### config.mk
export PLATFORM = sky130hd
export DESIGN_NAME = muldiv_unit
export DESIGN_NICKNAME = d
export VERILOG_FILES = /design/src/rtl/muldiv_unit.sv
export SDC_FILE = /design/constraint.sdc
export NUM_CORES = 2
export LEC_CHECK = 0
export ABC_AREA = 1
export CORE_MARGIN = 3
export CORE_UTILIZATION = 60
export DETAILED_ROUTE_END_ITERATION = 8
export GPL_TIMING_DRIVEN = 0
export PLACE_DENSITY = 0.89
export SLEW_MARGIN = 20
export SYNTH_ARGS = -nofsm -noshare
export SYNTH_HDL_FRONTEND = slang
export SYNTH_SLANG_ARGS = --single-unit
### constraint.sdc
create_clock -name clk_i -period 7.6 [get_ports clk_i]
set_input_delay 1.14 -clock clk_i [delete_from_list [all_inputs] [get_ports clk_i]]
set_output_delay 1.14 -clock clk_i [all_outputs]
set_load 0.05 [all_outputs]
### src/rtl/muldiv_unit.sv
// Multi-cycle RV32M multiply/divide unit: a latency-matched multiplier and a radix-2 restoring divider
// behind one valid/ready request port and one valid/ready result port.
module muldiv_unit #(
  parameter int DATA_WIDTH  = 32,
  parameter int MUL_LATENCY = 2
) (
  input  logic                  clk_i,
  input  logic                  rst_ni,
  input  logic                  valid_i,
  output logic                  ready_o,
  input  logic [2:0]            op_i,
  input  logic [DATA_WIDTH-1:0] a_i,
  input  logic [DATA_WIDTH-1:0] b_i,
  input  logic                  flush_i,
  output logic                  valid_o,
  input  logic                  ready_i,
  output logic [DATA_WIDTH-1:0] res_o,
  output logic                  busy_o,
  output logic [1:0]            dbg_state_o
);

  localparam int W  = DATA_WIDTH;
  localparam int CW = $clog2(W + MUL_LATENCY + 1);

  localparam logic [1:0] S_IDLE = 2'd0;
  localparam logic [1:0] S_MUL  = 2'd1;
  localparam logic [1:0] S_DIV  = 2'd2;
  localparam logic [1:0] S_DONE = 2'd3;

  localparam logic [W-1:0] MIN_INT = {1'b1, {(W-1){1'b0}}};

  // Handshake: a request moves on a rising edge where valid_i & ready_o, a result
  // moves on a rising edge where valid_o & ready_i; flush_i overrides both.
  logic [1:0]    state_q, state_d;
  logic [CW-1:0] cnt_q, cnt_d;
  logic [1:0]    op_q, op_d;
  logic [W-1:0]  a_q, a_d;
  logic [W-1:0]  b_q, b_d;
  logic [W-1:0]  rem_q, rem_d;
  logic [W-1:0]  res_q, res_d;
  logic          negq_q, negq_d;
  logic          negr_q, negr_d;

  // Request decode: signed divide ops are div/rem (op_i[0] clear).
  logic         div_signed;
  logic         a_neg, b_neg;
  logic [W-1:0] a_mag, b_mag;

  assign div_signed = ~op_i[0];
  assign a_neg      = div_signed & a_i[W-1];
  assign b_neg      = div_signed & b_i[W-1];
  assign a_mag      = a_neg ? -a_i : a_i;
  assign b_mag      = b_neg ? -b_i : b_i;

  // op_q: 00 mul, 01 mulh (s*s), 10 mulhsu (s*u), 11 mulhu (u*u).
  logic           a_sgn, b_sgn;
  logic [2*W-1:0] a_ext, b_ext, prod;
  logic [W-1:0]   mul_res;

  assign a_sgn   = (op_q == 2'b01) || (op_q == 2'b10);
  assign b_sgn   = (op_q == 2'b01);
  assign a_ext   = {{W{a_sgn & a_q[W-1]}}, a_q};
  assign b_ext   = {{W{b_sgn & b_q[W-1]}}, b_q};
  assign prod    = a_ext * b_ext;
  assign mul_res = (op_q == 2'b00) ? prod[W-1:0] : prod[2*W-1:W];

  // One restoring step: a_q shifts dividend bits out MSB-first and quotient bits in.
  logic [W:0]   r_shift, r_diff;
  logic         r_ge;
  logic [W-1:0] r_next, q_next, r_fix, q_fix;

  assign r_shift = {rem_q, a_q[W-1]};
  assign r_diff  = r_shift - {1'b0, b_q};
  assign r_ge    = ~r_diff[W];
  assign r_next  = r_ge ? r_diff[W-1:0] : r_shift[W-1:0];
  assign q_next  = {a_q[W-2:0], r_ge};
  assign q_fix   = negq_q ? -q_next : q_next;
  assign r_fix   = negr_q ? -r_next : r_next;

  always_comb begin
    state_d = state_q;
    cnt_d   = cnt_q;
    op_d    = op_q;
    a_d     = a_q;
    b_d     = b_q;
    rem_d   = rem_q;
    res_d   = res_q;
    negq_d  = negq_q;
    negr_d  = negr_q;
    if (flush_i) begin
      state_d = S_IDLE;
    end else begin
      case (state_q)
        S_IDLE: begin
          if (valid_i) begin
            op_d   = op_i[1:0];
            a_d    = a_i;
            b_d    = b_i;
            rem_d  = '0;
            negq_d = 1'b0;
            negr_d = 1'b0;
            if (!op_i[2]) begin
              state_d = S_MUL;
              cnt_d   = CW'(MUL_LATENCY - 1);
            end else if (b_i == '0) begin
              state_d = S_DONE;
              res_d   = op_i[1] ? a_i : '1;
            end else if (div_signed && (a_i == MIN_INT) && (b_i == '1)) begin
              state_d = S_DONE;
              res_d   = op_i[1] ? '0 : MIN_INT;
            end else begin
              state_d = S_DIV;
              cnt_d   = CW'(W - 1);
              a_d     = a_mag;
              b_d     = b_mag;
              negq_d  = a_neg ^ b_neg;
              negr_d  = a_neg;
            end
          end
        end
        S_MUL: begin
          if (cnt_q == '0) begin
            res_d   = mul_res;
            state_d = S_DONE;
          end else begin
            cnt_d = cnt_q - CW'(1);
          end
        end
        S_DIV: begin
          a_d   = q_next;
          rem_d = r_next;
          if (cnt_q == '0) begin
            res_d   = op_q[1] ? r_fix : q_fix;
            state_d = S_DONE;
          end else begin
            cnt_d = cnt_q - CW'(1);
          end
        end
        S_DONE: begin
          if (ready_i) state_d = S_IDLE;
        end
        default: state_d = S_IDLE;
      endcase
    end
  end

  always_ff @(posedge clk_i or negedge rst_ni) begin
    if (!rst_ni) begin
      state_q <= S_IDLE;
      cnt_q   <= '0;
      op_q    <= '0;
      a_q     <= '0;
      b_q     <= '0;
      rem_q   <= '0;
      res_q   <= '0;
      negq_q  <= 1'b0;
      negr_q  <= 1'b0;
    end else begin
      state_q <= state_d;
      cnt_q   <= cnt_d;
      op_q    <= op_d;
      a_q     <= a_d;
      b_q     <= b_d;
      rem_q   <= rem_d;
      res_q   <= res_d;
      negq_q  <= negq_d;
      negr_q  <= negr_d;
    end
  end

  assign ready_o     = (state_q == S_IDLE);
  assign busy_o      = (state_q != S_IDLE);
  assign valid_o     = (state_q == S_DONE);
  assign res_o       = res_q;
  assign dbg_state_o = state_q;

endmodule

==> metrics.log <==
INFO  metric run_status = finished, violations left
INFO  metric failing_checks = design-rule violations, negative setup slack
INFO  metric clock_sinks = 140
INFO  metric slew_headroom = 19.38%
INFO  metric postSynthRegisterBits = 140
INFO  metric critPathSlowestCell = sky130_fd_sc_hd__fa_2
INFO  metric timing.critical_path.arrival = 8810 ps
INFO  metric rows = 107
INFO  metric core = 85,950 sq um
INFO  metric route.detailed.wl_per_inst = 26.15 microns
INFO  metric detail_route.vias_per_cell = 6.003
INFO  metric fin_worst_skew = 11.22 ps
INFO  metric grt_pass1_vias = 51,510
INFO  metric pin_count_of_the_biggest_net_entering_global_routing = 96
INFO  metric grtUsageTotal = 49.27%
INFO  metric synthesis_to_layout_area_growth = 15.75%
INFO  metric worst_pin_slew = 1209 ps
INFO  metric detail-route-antenna-nets = 0
INFO  metric grt_antenna_before_repair = 11
INFO  metric timing.max_cap.violations = 0
INFO  metric min_path_type = reg2reg
INFO  metric post-route-min-period = 8467 ps
INFO  metric clkLatencyLatePin = 460 ps
INFO  metric globalRouteOverflowTotal = 0
INFO  metric final-instance-count-excl-fill = 8,480
INFO  metric synthesis.area_per_instance = 7.448 sq um
INFO  metric layout.area.seq = 3640 sq um
INFO  metric worstPathMaxFanout = 6
INFO  metric worst_slack = -867.2 ps
INFO  metric boundaryPins = 109
INFO  metric report.final.slew_viol_count = 0
INFO  metric dominantRegCellSynth = sky130_fd_sc_hd__dfrtp_1
INFO  metric ys_async_sr_fraction = 100.0%
INFO  metric gp_routability_congestion = 1.103
INFO  metric synth.yosys.seq_area_share = 6.674%
INFO  metric num-fill-cells = 6,755
INFO  metric start_kind = register
INFO  metric worst_path_largest_cell_delay = 690 ps
INFO  metric cp.required = 7940 ps
INFO  metric ys_warn_count = 0
INFO  metric min_period_over_period = 111.4%
INFO  metric clock-root-buffer = sky130_fd_sc_hd__clkbuf_16
INFO  metric worst_setup_hold_path_clk_slew = 60 ps
INFO  metric crit_path_end_kind = register
INFO  metric number_of_buffers_created_by_cts = 17
INFO  metric achievable-frequency = 118.1 MHz
INFO  metric design.die.area = 91,070 sq um
INFO  metric fraction_of_final_layout_cells_sized_beyond_drive_strength_1 = 14.18%
INFO  metric synth.distinct_cells = 59
INFO  metric maximum_clock_path_buffer_count = 2
INFO  metric routed_wirelength = 221.7 mm
INFO  metric synth-edff-count = 0
INFO  metric finalSetupViolations = 32
INFO  metric port-buffer-count = 108
INFO  metric num_vias = 50,910
INFO  metric cts_tree = yes
INFO  metric synth_area = 52,490 sq um
INFO  metric drtPass1Iterations = 9
INFO  metric multi_input_area = 43,070 sq um
INFO  metric placed_cells = 8,301
INFO  metric highest_count_cells_in_the_layout_ignoring_fill_and_taps = sky130_fd_sc_hd__inv_1 (1,797), sky130_fd_sc_hd__nand2_1 (1,751), sky130_fd_sc_hd__fa_1 (1,095)
INFO  metric die_width = 301.8 microns
INFO  metric design.final.nets = 8,771
INFO  metric drt_iter0_drc = 6,449
INFO  metric mappedNetlistNets = 8,504
INFO  metric final-hold-violation-count = 0
INFO  metric initial_core_utilization = 61.07%
INFO  metric grt_first_pass_wirelength = 324.7 mm
INFO  metric path_class = reg2reg
INFO  metric mostFrequentLayoutCell = sky130_fd_sc_hd__inv_1
INFO  metric synth_cells = 7,048
INFO  metric critical-path-top-cell-by-count = sky130_fd_sc_hd__fa_1
INFO  metric rsz0062_at_grt = yes
INFO  metric htree_num_levels = 4
INFO  metric count_of_unresolved_drc_violations_after_routing = 2
INFO  metric die_h = 301.8 microns
INFO  metric finalCoreUtilization = 70.69%
INFO  metric setup-tns-final = -17,170 ps
INFO  metric detailedPlacementHpwl = 182.0 mm
final cells by class:
class | count | area share (%)
Multi-Input combinational cell | 4692 | 70.88
Inverter | 1879 | 11.70
Sequential cell | 140 | 5.990
Timing Repair Buffer | 310 | 4.656
Buffer | 275 | 3.328
Tap cell | 1144 | 2.356
Clock buffer | 19 | 0.7290
Clock inverter | 11 | 0.3192
Antenna cell | 10 | 0.04119
sequential cells by signal (all words and copies together) (netlist names):
register and count:
res_o 32, a_q 32, b_q 32, cnt_q 6, negq_q 1, op_q 2
dbg_state_o 2, rem_q 32, negr_q 1
critical path, delay by kind of cell, from the launching register on:
family	cells	cell delay, ps
buffers and inverters	10	1100
AO/OA/AOI/OAI	8	1290
AND/OR/NAND/NOR	6	680
flip-flops	1	490
adder cells (fa/ha/maj)	10	4740
layer usage:
layer  GRT usage (%)  part of all wire, %  vias up
li1                -                    -    20980
met1           61.26                   33    24410
met2           69.74                   40     4328
met3           18.19                   16     1193
met4           38.01                   11        0
met5               0                    0        -
logic make-up (layout without fill, tap and decap cells):
family	count (synthesis)	after routing	synth area share, %
adders and majority gates	1384	1384	49.09
and+or+nand+nor	2575	2575	19.91
other	0	10	0
xor gates and xnor gates	103	103	1.719
AOI/OAI and AO/OA	630	630	6.615
DFF	140	140	6.674
buffers and inverters	2216	2494	15.99
repair_timing:
| action | CTS | global route |
|---|---|---|
| pin swaps | 112 | 168 |
| gates cloned | 1 | 2 |
| hold buffers | 0 | 0 |
| resized for setup | 869 | 322 |
| setup endpoints to repair | 32 | 32 |
| buffers inserted | 124 | 75 |
synth_stat cells, drive strengths merged, types with 2 or more instances:
cell | n | area, sq um
inv | 1874 | 7034
nand2 | 1873 | 7166
fa | 1126 | 22540
nor2 | 369 | 1458
o21ai | 279 | 1411
clkbuf | 270 | 1013
ha | 258 | 3228
a21oi | 219 | 1111
nand3 | 213 | 1101
dfrtp | 140 | 3503
xor2 | 70 | 613.1
buf | 67 | 324.1
nor3 | 50 | 271.5
a31oi | 38 | 237.7
nand4 | 37 | 231.5
xnor2 | 33 | 289.0
o211ai | 18 | 135.1
o22ai | 16 | 100.1
a21o | 13 | 97.59
o21bai | 13 | 97.59
nor4 | 10 | 68.81
or2 | 10 | 62.56
o21a | 7 | 52.55
o221ai | 7 | 61.31
clkinv | 5 | 20.01
a221oi | 4 | 35.03
and2 | 4 | 27.53
nand3b | 4 | 30.03
o31ai | 4 | 30.03
a21boi | 3 | 22.52
and3 | 3 | 18.77
o2111ai | 2 | 17.52
o311ai | 2 | 17.52
worst paths after layout:
| check | startpoint | cells after the start | to | slack [ps] |
|---|---|---|---|---|
| setup / recovery | op_q[1] | 34 | res_o[23] | -870 |
| hold / removal | res_o[29] | 2 | res_o[29] | 490 |
| setup reg to reg | op_q[1] | 34 | res_o[23] | -870 |
| hold reg to reg | res_o[29] | 2 | res_o[29] | 490 |
| max in group asynchronous | rst_ni | 2 | b_q[21] | 6160 |
| min in group asynchronous | rst_ni | 1 | res_o[19] | 580 |
metrics by stage:
| stage | hold slack (ps) | worst slack, ps | cell area [sq um] |
|---|---|---|---|
| 2_1_floorplan | 475.6 | 4.810 | 52680 |
| 3_3_place_gp | 465.5 | -2403 | 55190 |
| 3_5_place_dp | 464.4 | -2388 | 55220 |
| 4_1_cts | 488.6 | -795.8 | 59090 |
| 5_1_grt | 504.4 | -934.9 | 60740 |
| 6_report | 491.6 | -867.2 | 60760 |
Power is left out: the tool's default activity adds up to more than one toggle a clock period on the data nets, which glitch-free logic cannot reach.
